### config.mk
export PLATFORM = sky130hd
export DESIGN_NAME = mem_arbiter
export DESIGN_NICKNAME = d
export VERILOG_FILES = /design/src/rtl/mem_arbiter.sv
export SDC_FILE = /design/constraint.sdc
export NUM_CORES = 1
export LEC_CHECK = 0
export CORE_MARGIN = 10
export CORE_UTILIZATION = 36
export DETAILED_ROUTE_END_ITERATION = 16
export PLACE_DENSITY_LB_ADDON = 0.3
export SLEW_MARGIN = 20
export SYNTH_ARGS = -nofsm -noshare
export SYNTH_HDL_FRONTEND = slang
export SYNTH_SLANG_ARGS = --single-unit
### constraint.sdc
create_clock -name clk_i -period 4.4 [get_ports clk_i]
set_input_delay 0.44 -clock clk_i [delete_from_list [all_inputs] [get_ports clk_i]]
set_output_delay 0.44 -clock clk_i [all_outputs]
set_load 0.005 [all_outputs]
### src/rtl/mem_arbiter.sv
`default_nettype none
// ============================================================================
// Module   : mem_arbiter
// Purpose  : Round-robin arbiter sharing one fixed-latency single-port memory
//            between instruction fetch and load/store; one access in flight.
//            Optional perf counters enabled by defining MEM_ARB_PERF_EN.
// Revision : 1.0 - initial release
// ============================================================================
module mem_arbiter #(
    parameter int MEM_LAT = 2,
    parameter int ADDR_W  = 16
) (
    input  logic              clk_i,
    input  logic              rst_ni,
    input  logic              if_req_i,
    input  logic [31:0]       if_addr_i,
    output logic              if_gnt_o,
    output logic              if_rvalid_o,
    output logic [31:0]       if_rdata_o,
    input  logic              ls_req_i,
    input  logic              ls_we_i,
    input  logic [31:0]       ls_addr_i,
    input  logic [31:0]       ls_wdata_i,
    input  logic [3:0]        ls_be_i,
    output logic              ls_gnt_o,
    output logic              ls_rvalid_o,
    output logic [31:0]       ls_rdata_o,
    output logic              mem_en_o,
    output logic              mem_we_o,
    output logic [ADDR_W-1:0] mem_addr_o,
    output logic [31:0]       mem_wdata_o,
    output logic [3:0]        mem_be_o,
`ifdef MEM_ARB_PERF_EN
    output logic [31:0]       perf_if_gnt_o,
    output logic [31:0]       perf_ls_gnt_o,
    output logic [31:0]       perf_stall_o,
`endif
    input  logic [31:0]       mem_rdata_i
);

    localparam int              c_cnt_w   = $clog2(MEM_LAT + 1);
    localparam logic [c_cnt_w-1:0] c_lat  = c_cnt_w'(MEM_LAT);
    localparam logic [0:0]      c_st_idle = 1'b0;
    localparam logic [0:0]      c_st_wait = 1'b1;

    logic [0:0]         state_q, state_d;
    logic [c_cnt_w-1:0] cnt_q, cnt_d;
    logic               last_q, last_d;     // 0 = IF won last, 1 = LS won last
    logic               win_ls_q, win_ls_d;
    logic               store_q, store_d;
    logic               if_rvalid_q, if_rvalid_d;
    logic               ls_rvalid_q, ls_rvalid_d;
    logic [31:0]        if_rdata_q, if_rdata_d;
    logic [31:0]        ls_rdata_q, ls_rdata_d;

    logic               any_req;
    logic               sel_ls;
    logic               unused_addr_bits;

    assign any_req = if_req_i | ls_req_i;
    // On a tie the port that did not win last time takes the slot.
    assign sel_ls  = ls_req_i & (~if_req_i | ~last_q);

    // Only address bits [ADDR_W+1:2] reach the memory.
    assign unused_addr_bits = ^{if_addr_i, ls_addr_i};

    always_ff @(posedge clk_i or negedge rst_ni) begin
        if (!rst_ni) begin
            state_q     <= c_st_idle;
            cnt_q       <= '0;
            last_q      <= 1'b0;
            win_ls_q    <= 1'b0;
            store_q     <= 1'b0;
            if_rvalid_q <= 1'b0;
            ls_rvalid_q <= 1'b0;
            if_rdata_q  <= '0;
            ls_rdata_q  <= '0;
        end else begin
            state_q     <= state_d;
            cnt_q       <= cnt_d;
            last_q      <= last_d;
            win_ls_q    <= win_ls_d;
            store_q     <= store_d;
            if_rvalid_q <= if_rvalid_d;
            ls_rvalid_q <= ls_rvalid_d;
            if_rdata_q  <= if_rdata_d;
            ls_rdata_q  <= ls_rdata_d;
        end
    end

    always_comb begin
        state_d     = state_q;
        cnt_d       = cnt_q;
        last_d      = last_q;
        win_ls_d    = win_ls_q;
        store_d     = store_q;
        if_rvalid_d = 1'b0;
        ls_rvalid_d = 1'b0;
        if_rdata_d  = if_rdata_q;
        ls_rdata_d  = ls_rdata_q;
        case (state_q)
            c_st_idle: begin
                if (any_req) begin
                    state_d  = c_st_wait;
                    cnt_d    = c_cnt_w'(1);
                    last_d   = sel_ls;
                    win_ls_d = sel_ls;
                    store_d  = sel_ls & ls_we_i;
                end
            end
            c_st_wait: begin
                cnt_d = cnt_q + 1'b1;
                if (cnt_q == c_lat) begin
                    state_d = c_st_idle;
                    if (win_ls_q) begin
                        ls_rvalid_d = 1'b1;
                        ls_rdata_d  = store_q ? 32'h0 : mem_rdata_i;
                    end else begin
                        if_rvalid_d = 1'b1;
                        if_rdata_d  = mem_rdata_i;
                    end
                end
            end
            default: state_d = c_st_idle;
        endcase
    end

    always_comb begin
        if_gnt_o    = 1'b0;
        ls_gnt_o    = 1'b0;
        mem_en_o    = 1'b0;
        mem_we_o    = 1'b0;
        mem_addr_o  = '0;
        mem_wdata_o = '0;
        mem_be_o    = '0;
        if (state_q == c_st_idle && any_req) begin
            mem_en_o = 1'b1;
            if (sel_ls) begin
                ls_gnt_o    = 1'b1;
                mem_we_o    = ls_we_i;
                mem_addr_o  = ls_addr_i[ADDR_W+1:2];
                mem_wdata_o = ls_wdata_i;
                mem_be_o    = ls_be_i;
            end else begin
                if_gnt_o    = 1'b1;
                mem_addr_o  = if_addr_i[ADDR_W+1:2];
                mem_be_o    = 4'hF;
            end
        end
    end

    assign if_rvalid_o = if_rvalid_q;
    assign if_rdata_o  = if_rdata_q;
    assign ls_rvalid_o = ls_rvalid_q;
    assign ls_rdata_o  = ls_rdata_q;

`ifdef MEM_ARB_PERF_EN
    logic [31:0] perf_if_q, perf_ls_q, perf_stall_q;

    always_ff @(posedge clk_i or negedge rst_ni) begin
        if (!rst_ni) begin
            perf_if_q    <= '0;
            perf_ls_q    <= '0;
            perf_stall_q <= '0;
        end else begin
            if (if_gnt_o)                              perf_if_q    <= perf_if_q + 32'd1;
            if (ls_gnt_o)                              perf_ls_q    <= perf_ls_q + 32'd1;
            if (any_req && !(if_gnt_o || ls_gnt_o))    perf_stall_q <= perf_stall_q + 32'd1;
        end
    end

    assign perf_if_gnt_o = perf_if_q;
    assign perf_ls_gnt_o = perf_ls_q;
    assign perf_stall_o  = perf_stall_q;
`endif

endmodule
`default_nettype wire

==> After elaboration in Yosys (flattened, before gate mapping) <==
Index checks and enable logic that the tools add are counted.
{ "word_totals": {"reg_bits": 71, "inputBits": 137, "word_cells": 47} }
{ "classes": {"n_addsub": 1, "eq_ne": 2, "muxes": 25, "bitwise_logic": 7, "reduce_logical": 4} }
{ "ops": {"columns": ["operator", "n"], "rows": [
  ["32-bit two-way mux", 3],
  ["16-bit two-way mux", 2],
  ["1-bit two-way mux", 15],
  ["4-bit two-way mux", 2],
  ["3-bit AND reduction", 2],
  ["2-bit one-hot mux with 2 select lines", 1],
  ["1-bit inverter", 3],
  ["2-bit by 1-bit adder with 2-bit output, second input constant", 1],
  ["1-bit bitwise AND", 2],
  ["2-bit == test, second input constant", 1],
  ["2-bit two-way mux", 1],
  ["2-bit inequality test, second input constant", 1],
  ["1-bit bitwise OR", 2],
  ["1-bit one-hot mux with 2 select lines", 1],
  ["2-bit AND reduction", 1],
  ["1-bit logical AND", 1]
]} }

==> Longest topological paths before layout <==
Gate-level depths: netlist of run 1.
{ "logic_depth": {"ltp_word": 5, "ltp_mapped": 7} }

==> Worst setup path after synthesis of run 1 <==
OpenSTA, ideal clock, no wires.
{ "synth_timing": {"path_type": "input-to-output", "startpoint": "input port ls_req_i", "endpoint": "output port mem_addr_o[10]", "t_arrival_ps": 1213, "required_time_ps": 3960, "setup_slack_ps": 2747, "cell_stages": 5, "n_path_buf": 2, "cell_sequence": "buf_4 -> a21boi_2 -> buf_2 -> a32oi_1 -> nor2_1"} }
{ "synth_between": {"elab_chain_cells": 3, "word_cells_on_any_way": 5} }
{ "synth_lines": {"columns": ["element", "line", "source"], "rows": [
  ["from (decl)", "20", "input logic ls_req_i,"],
  ["1-bit bitwise AND / 1-bit bitwise OR (equally long branches)", "62, 60", null],
  ["16-bit two-way mux / 1-bit logical AND (equally long branches)", "138, 136", null],
  ["16-bit two-way mux *", "136", "if (state_q == c_st_idle && any_req) begin"],
  ["to (decl)", "30", "output logic [ADDR_W-1:0] mem_addr_o,"]
]} }
Every way passes the cells marked *; elsewhere a longest branch is shown, timed or not.

==> Worst setup path in the final report of run 1 <==
{ "layout_timing": {"startpoint": "register state_q", "endpoint": "output port mem_wdata_o[19]"} }
{ "layout_between": {"elab_chain_cells": 3} }
{ "layout_lines": {"columns": ["element", "line", "source"], "rows": [
  ["from (decl)", "46", "logic [0:0] state_q, state_d;"],
  ["from (signal assigned)", "69", "state_q <= c_st_idle;"],
  ["from (signal assigned)", "79", "state_q <= state_d;"],
  ["1-bit inverter (no line)", null, null],
  ["1-bit logical AND", "136", null],
  ["32-bit two-way mux", "136", null],
  ["to (decl)", "31", "output logic [31:0] mem_wdata_o,"]
]} }
Every way passes these cells.

==> results of run 1 <==
routing by layer:
metal / up-vias / global-route usage / part of all wire
met1: 1490 / 0.1699 / 0.37
met2: 153 / 0.2926 / 0.48
met5: - / 0 / 0
met4: 0 / 0.05505 / 0.014
met3: 16 / 0.1002 / 0.13
li1: 1543 / - / -
power by group:
part	switching (mW)	internal (mW)	total (mW)	leakage, nW
Clock	0.237	0.333	0.570	0.112
Sequential	0.240	0.969	1.21	0.860
Combinational	0.577	0.987	1.56	1.57
Total	1.05	2.29	3.34	2.54
metrics by stage:
| step | worst slack (ns) | area [um2] | instances | power, mW | utilization |
|---|---|---|---|---|---|
| after global routing | 0.9566 | 5859 | 650 | 3.601 | 0.6402 |
| after detailed placement | 1.319 | 5632 | 635 | 2.816 | 0.6153 |
| after global placement | 1.309 | 5632 | 635 | 2.762 | 0.6153 |
| after CTS | 1.178 | 5852 | 650 | 3.398 | 0.6394 |
| final | 1.157 | 5859 | 650 | 3.342 | 0.6402 |
| after floorplan | 2.747 | 3341 | 324 | 1.786 | - |
flip-flops by register name (all words and copies together), names as in the netlist:
register and count:
ls_rvalid_o 1, win_ls_q 1, state_q 1, if_rdata_o 32
if_rvalid_o 1, cnt_q 2, store_q 1, ls_rdata_o 32
worst reg2reg max path: cells and delay by family (launching register included):
family	cells	cell delay, ns
DFF	1	1.03
muxes	1	0.55
and+or+nand+nor	1	0.67
cell type report:
class	count	area (um2)	share of cell area
Timing Repair Buffer	228	2275	0.3882
Sequential cell	71	1777	0.3032
Multi-Input combinational cell	222	1438	0.2454
Tap cell	111	138.9	0.02370
Clock buffer	10	137.6	0.02349
Clock inverter	5	82.58	0.01409
Inverter	3	11.26	0.001922
cells in the final DEF (no fill, tap or decap), types with 3 or more instances in the layout:
| master | instances |
|---|---|
| a21oi_1 | 6 |
| a32oi_1 | 16 |
| and3_1 | 33 |
| buf_4 | 3 |
| clkbuf_8 | 10 |
| clkdlybuf4s50_1 | 225 |
| dfrtp_1 | 71 |
| inv_1 | 3 |
| mux2_1 | 29 |
| mux2_2 | 3 |
| nand2_1 | 39 |
| nand2b_1 | 34 |
| nor2_1 | 19 |
| o21ai_0 | 33 |
cell families (layout without fill, tap and decap cells):
group / after synthesis / count (layout) / synth area share
adders and majority gates: 1 / 1 / 0.003745
AOI/OAI and AO/OA: 57 / 57 / 0.1064
buffers and inverters: 31 / 246 / 0.04157
muxes: 33 / 33 / 0.1109
and+or+nand+nor: 131 / 131 / 0.2056
DFF: 71 / 71 / 0.5318
how the worst max path moves through the flow:
| stage | startpoint | to | slack (ns) | cells after the start |
|---|---|---|---|---|
| floorplan | ls_req_i | mem_addr_o[10] | 2.75 | 5 |
| global placement | ls_req_i | mem_be_o[1] | 1.31 | 5 |
| detailed placement | ls_req_i | mem_we_o | 1.32 | 4 |
| CTS | state_q$_DFF_PN0_ | mem_we_o | 1.18 | 3 |
| global route | state_q$_DFF_PN0_ | mem_wdata_o[21] | 0.96 | 3 |
| finish | state_q$_DFF_PN0_ | mem_wdata_o[19] | 1.16 | 3 |
==> impl_metrics.yaml, run 1 <==
routing:
  vias: 3202
  ant_nets: 0
  firstDrtPassIters: 4
  drc: 0
  drt_iter0_markers: 138
  wl_per_cell_um: 18.43
  via_per_inst: 4.926
  drt-total-wl_um: 11980
critical_path:
  crit_required_ns: 3.96
  crit_buf_inv: 1
  crit_family: "simple AND/OR/NAND/NOR gates"
  crit_chain: "and2b_1, and3_1, clkdlybuf4s50_1"
  rr_worst_depth: 2
  crit_fanout: 35
  crit_slowest_cell: "and2b_1"
  r2r_setup_slack_ns: 2.04
  max_stage_delay_ns: 0.91
  cp.arrival_ns: 2.80
  worstSetupPathType: "reg -> out"
  endpoint_kind: "primary output"
  r2r-start: "state_q$_DFF_PN0_"
  critPathLaunchType: "flop"
  r2r-end: "if_rdata_o[19]$_DFFE_PN0P_"
place:
  portBuffers: 226
  gp_routability_congestion: 0.7434
  dp_hpwl_um: 9302
floorplanning:
  dieArea_mm2: 0.01353
  core_area_mm2: 0.009153
  die_y_um: 116.3
  io_pins: 259
  start_util: 0.3650
  std_cell_rows: 35
  die_width_um: 116.3
logic_synthesis:
  synth-edff-count: 0
  ys_warn_count: 0
  synth_ff_type: "dfrtp_1"
  syn_avg_cell_area_um2: 10.31
  ys_seq_elements: 71
  synth_top_cells_by_area: "dfrtp_1 (53%), mux2_1 (9.8%), nand2b_1 (6.4%), and3_1 (6.2%), o21ai_0 (4.9%)"
  synth_area_mm2: 0.003341
  synth_cells: 324
  synth_cell_types: 25
  yosys.area.top_type_share: 0.5318
  ys_seq_area_frac: 0.5318
  synth_most_common_cell: "dfrtp_1"
  yosysTopAreaCell: "dfrtp_1"
  synth_commonest_cells: "dfrtp_1 (71), nand2_1 (39), nand2b_1 (34)"
  synth_fp_nets: 462
  async_flop_share: 1.000
grt:
  grt_max_degree: 72
  antenna_found_initial: 0
  gr-total-overflow: 0
  track_usage: 0.1708
  grt_first_pass_wirelength_um: 18170
  grt_pass1_vias: 3413
power:
  powerDensity_mw_per_mm2: 570.4
  leakage_nw: 2.540
  vdd_drop_max_mv: 0.1965
cells_and_area:
  layout-drive-gt1-share: 0.04453
  nFillCells: 765
  area_delta_synth_final_pct: 75.39
  antenna_cells: 0
  final_nets: 673
timing:
  slew_viol_final: 0
  setup_tns_ns: 0
  rsz0062_at_grt: "no"
  max-slew-margin-rel: 0.3073
  period_share: 0.7370
  min_period_ns: 3.243
  fin_worst_skew_ns: 0.01174
  tightest_slew_ns: 1.039
  fin_hold_ws_ns: 0.2267
  fmax_mhz: 308.4
  setup_viol: 0
  hold_violations: 0
clock_tree:
  htreeDepth: 3
  clock-sinks: 71
  ctsResizeCount: 0
  tritoncts: "built"
  holdBufCountCts: 0
  cts_max_path_buffers: 2
  clock_latency_ns: 0.34
  post_cts_buffers: 0
  numCtsBuffers: 9
  ctsRootBufferMaster: "clkbuf_8"
  path_clk_slew_ns: 0.08
outcome:
  status: "finished, final reports clean"
flow_run:
  max_cap_viol_count: 0
worst_hold_path:
  min_path_type: "in -> async"
No activity file was read; power rests on OpenSTA's default activity.
==> run 2, diff against run 1 <==
--- a/config.mk
+++ b/config.mk
@@ -6,7 +6,7 @@
 export NUM_CORES = 1
 export LEC_CHECK = 0
 export CORE_MARGIN = 10
-export CORE_UTILIZATION = 36
+export CORE_UTILIZATION = 34
 export DETAILED_ROUTE_END_ITERATION = 16
 export PLACE_DENSITY_LB_ADDON = 0.3
 export SLEW_MARGIN = 20
==> constraint.sdc (replaced) <==
create_clock -name clk_i -period 3.3 [get_ports clk_i]
set_input_delay 0.33 -clock clk_i [delete_from_list [all_inputs] [get_ports clk_i]]
set_output_delay 0.33 -clock clk_i [all_outputs]
set_load 0.005 [all_outputs]
==> run 2 against run 1 <==
Hold slack worse by 0.039 ns; clock power is 20% higher; via count is 0.34% higher; first-iteration DRC count is 62% higher; flip-flop and latch count stayed put; non-clock buffer count is 3 higher; routed wire length is 1.2% lower.
==> impl_metrics.yaml, run 2 (synthesized netlist as in run 1, its figures left out) <==
power:
  leakage_nw: 2.534
  vdd_drop_max_mv: 0.2708
  powerDensity_mw_per_mm2: 746.0
  power.total_mw: 4.388
cells_and_area:
  area_delta_synth_final_pct: 76.07
  layout_common_cells: "clkdlybuf4s50_1 (225), dfrtp_1 (71), nand2_1 (39), nand2b_1 (34)"
  final_nets: 676
  nFillCells: 826
  layout-drive-gt1-share: 0.05157
  final_common_cell: "clkdlybuf4s50_1"
  multi_input_area_mm2: 0.001438
  antenna_cells: 0
  regArea_mm2: 0.001777
timing:
  period_share: 0.8426
  tightest_slew_ns: 0.9326
  min_period_ns: 2.780
  fmax_mhz: 359.7
  setup_tns_ns: 0
  rsz0062_at_grt: "no"
  slew_viol_final: 0
  fin_hold_ws_ns: 0.1875
  fin_worst_skew_ns: 0.01126
  setup_viol: 0
  hold_violations: 0
  max-slew-margin-rel: 0.3783
critical_path:
  endpoint_kind: "primary output"
  crit_fanout: 17
  r2r_setup_slack_ns: 1.47
  critPathLaunchType: "input port"
  cp_common_cell: "clkdlybuf4s50_1"
  cp.arrival_ns: 2.45
  crit_buf_inv: 2
  r2r-start: "cnt_q[0]$_DFFE_PN0P_"
  crit_required_ns: 2.97
  critPathCapture: "mem_be_o[3]"
  r2r-end: "if_rdata_o[20]$_DFFE_PN0P_"
  rr_worst_depth: 4
  worstSetupPathType: "in -> out"
  worstSetupPathDepth: 5
  worstSetupStartpoint: "ls_req_i"
  crit_family: "buffers and inverters"
  max_stage_delay_ns: 0.59
  crit_chain: "clkdlybuf4s50_1, nand2b_1, nand2_1, a21oi_1, clkdlybuf4s50_1"
  crit_slowest_cell: "clkdlybuf4s50_1"
clock_tree:
  htreeDepth: 3
  numCtsBuffers: 9
  ctsResizeCount: 0
  tritoncts: "built"
  holdBufCountCts: 0
  post_cts_buffers: 0
  path_clk_slew_ns: 0.08
  clock-sinks: 71
  clock_latency_ns: 0.33
  ctsRootBufferMaster: "clkbuf_8"
  cts_max_path_buffers: 2
grt:
  grt_max_degree: 72
  grt_first_pass_wirelength_um: 18510
  gr-usage-met3: 0.09117
  track_usage: 0.1592
  use_met1: 0.1632
  antenna_found_initial: 0
  grt_pass1_vias: 3450
  use_met2: 0.2694
  grt-busiest-layer: "met2"
  gr-total-overflow: 0
routing:
  vias: 3213
  ant_nets: 0
  drt_iter0_markers: 223
  firstDrtPassIters: 4
  wl_per_cell_um: 17.51
  via_per_inst: 4.753
  drt-total-wl_um: 11840
  drc: 0
flow_run:
  max_cap_viol_count: 0
outcome:
  status: "finished, final reports clean"
place:
  dp_hpwl_um: 9249
  portBuffers: 226
  gp_routability_congestion: 0.7699
floorplanning:
  die_width_um: 119.1
  die_y_um: 119.1
  dieArea_mm2: 0.01419
  io_pins: 259
  start_util: 0.3450
  core_area_mm2: 0.009684
  std_cell_rows: 36
worst_hold_path:
  min_path_type: "in -> async"
run 2: changes by cell type in the layout (fill, tap and decap cells not counted):
cell / before / now
buf_2: 0 / 1
bufinv_16: 2 / 1
clkinvlp_4: 0 / 3
clkinv_2: 1 / 2
clkinv_4: 2 / 0
inv_6: 0 / 1
buf_4: 3 / 5
clkbuf_8: 10 / 9
run 2: final cells by class:
cell class              instances  share of cell area
well taps                     133             0.02829
clock buffers                   9             0.02106
repair buffers                231              0.3901
multi-input cells             222              0.2444
flip-flops and latches         71              0.3021
inverters                       3            0.001914
clock inverters                 7             0.01213
run 2: how the worst min path moves through the flow:
stage | cells after the start | slack [ns] | from | to
floorplan | 0 | 0.03 | rst_ni | cnt_q[0]$_DFFE_PN0P_
global placement | 2 | 0.46 | ls_rdata_o[20]$_DFFE_PN0P_ | ls_rdata_o[20]$_DFFE_PN0P_
detailed placement | 2 | 0.47 | ls_rdata_o[22]$_DFFE_PN0P_ | ls_rdata_o[22]$_DFFE_PN0P_
CTS | 2 | 0.23 | rst_ni | if_rdata_o[8]$_DFFE_PN0P_
global route | 2 | 0.26 | rst_ni | if_rdata_o[7]$_DFFE_PN0P_
finish | 2 | 0.19 | rst_ni | if_rdata_o[7]$_DFFE_PN0P_
run 2: power by group:
group          total [mW]  switching, mW  internal [mW]
sequential           1.56          0.266           1.29
combinational        2.15          0.823           1.32
clock               0.683          0.334          0.349
total                4.39           1.42           2.96
run 2: through the flow:
| stage | setup slack, ns | instances | cell area, um2 | utilization |
|---|---|---|---|---|
| 2_1_floorplan | 1.866 | 324 | 3341 | - |
| 3_3_place_gp | 0.5257 | 660 | 5679 | 0.5864 |
| 3_5_place_dp | 0.5166 | 660 | 5679 | 0.5864 |
| 4_1_cts | 0.5184 | 676 | 5874 | 0.6066 |
| 5_1_grt | 0.3594 | 676 | 5882 | 0.6074 |
| 6_report | 0.5195 | 676 | 5882 | 0.6074 |
run 2: per-layer routing:
metal	share of wire	wire length, um
met5	0	0
met4	0.019	223
met3	0.12	1444
met2	0.48	5722
met1	0.38	4448
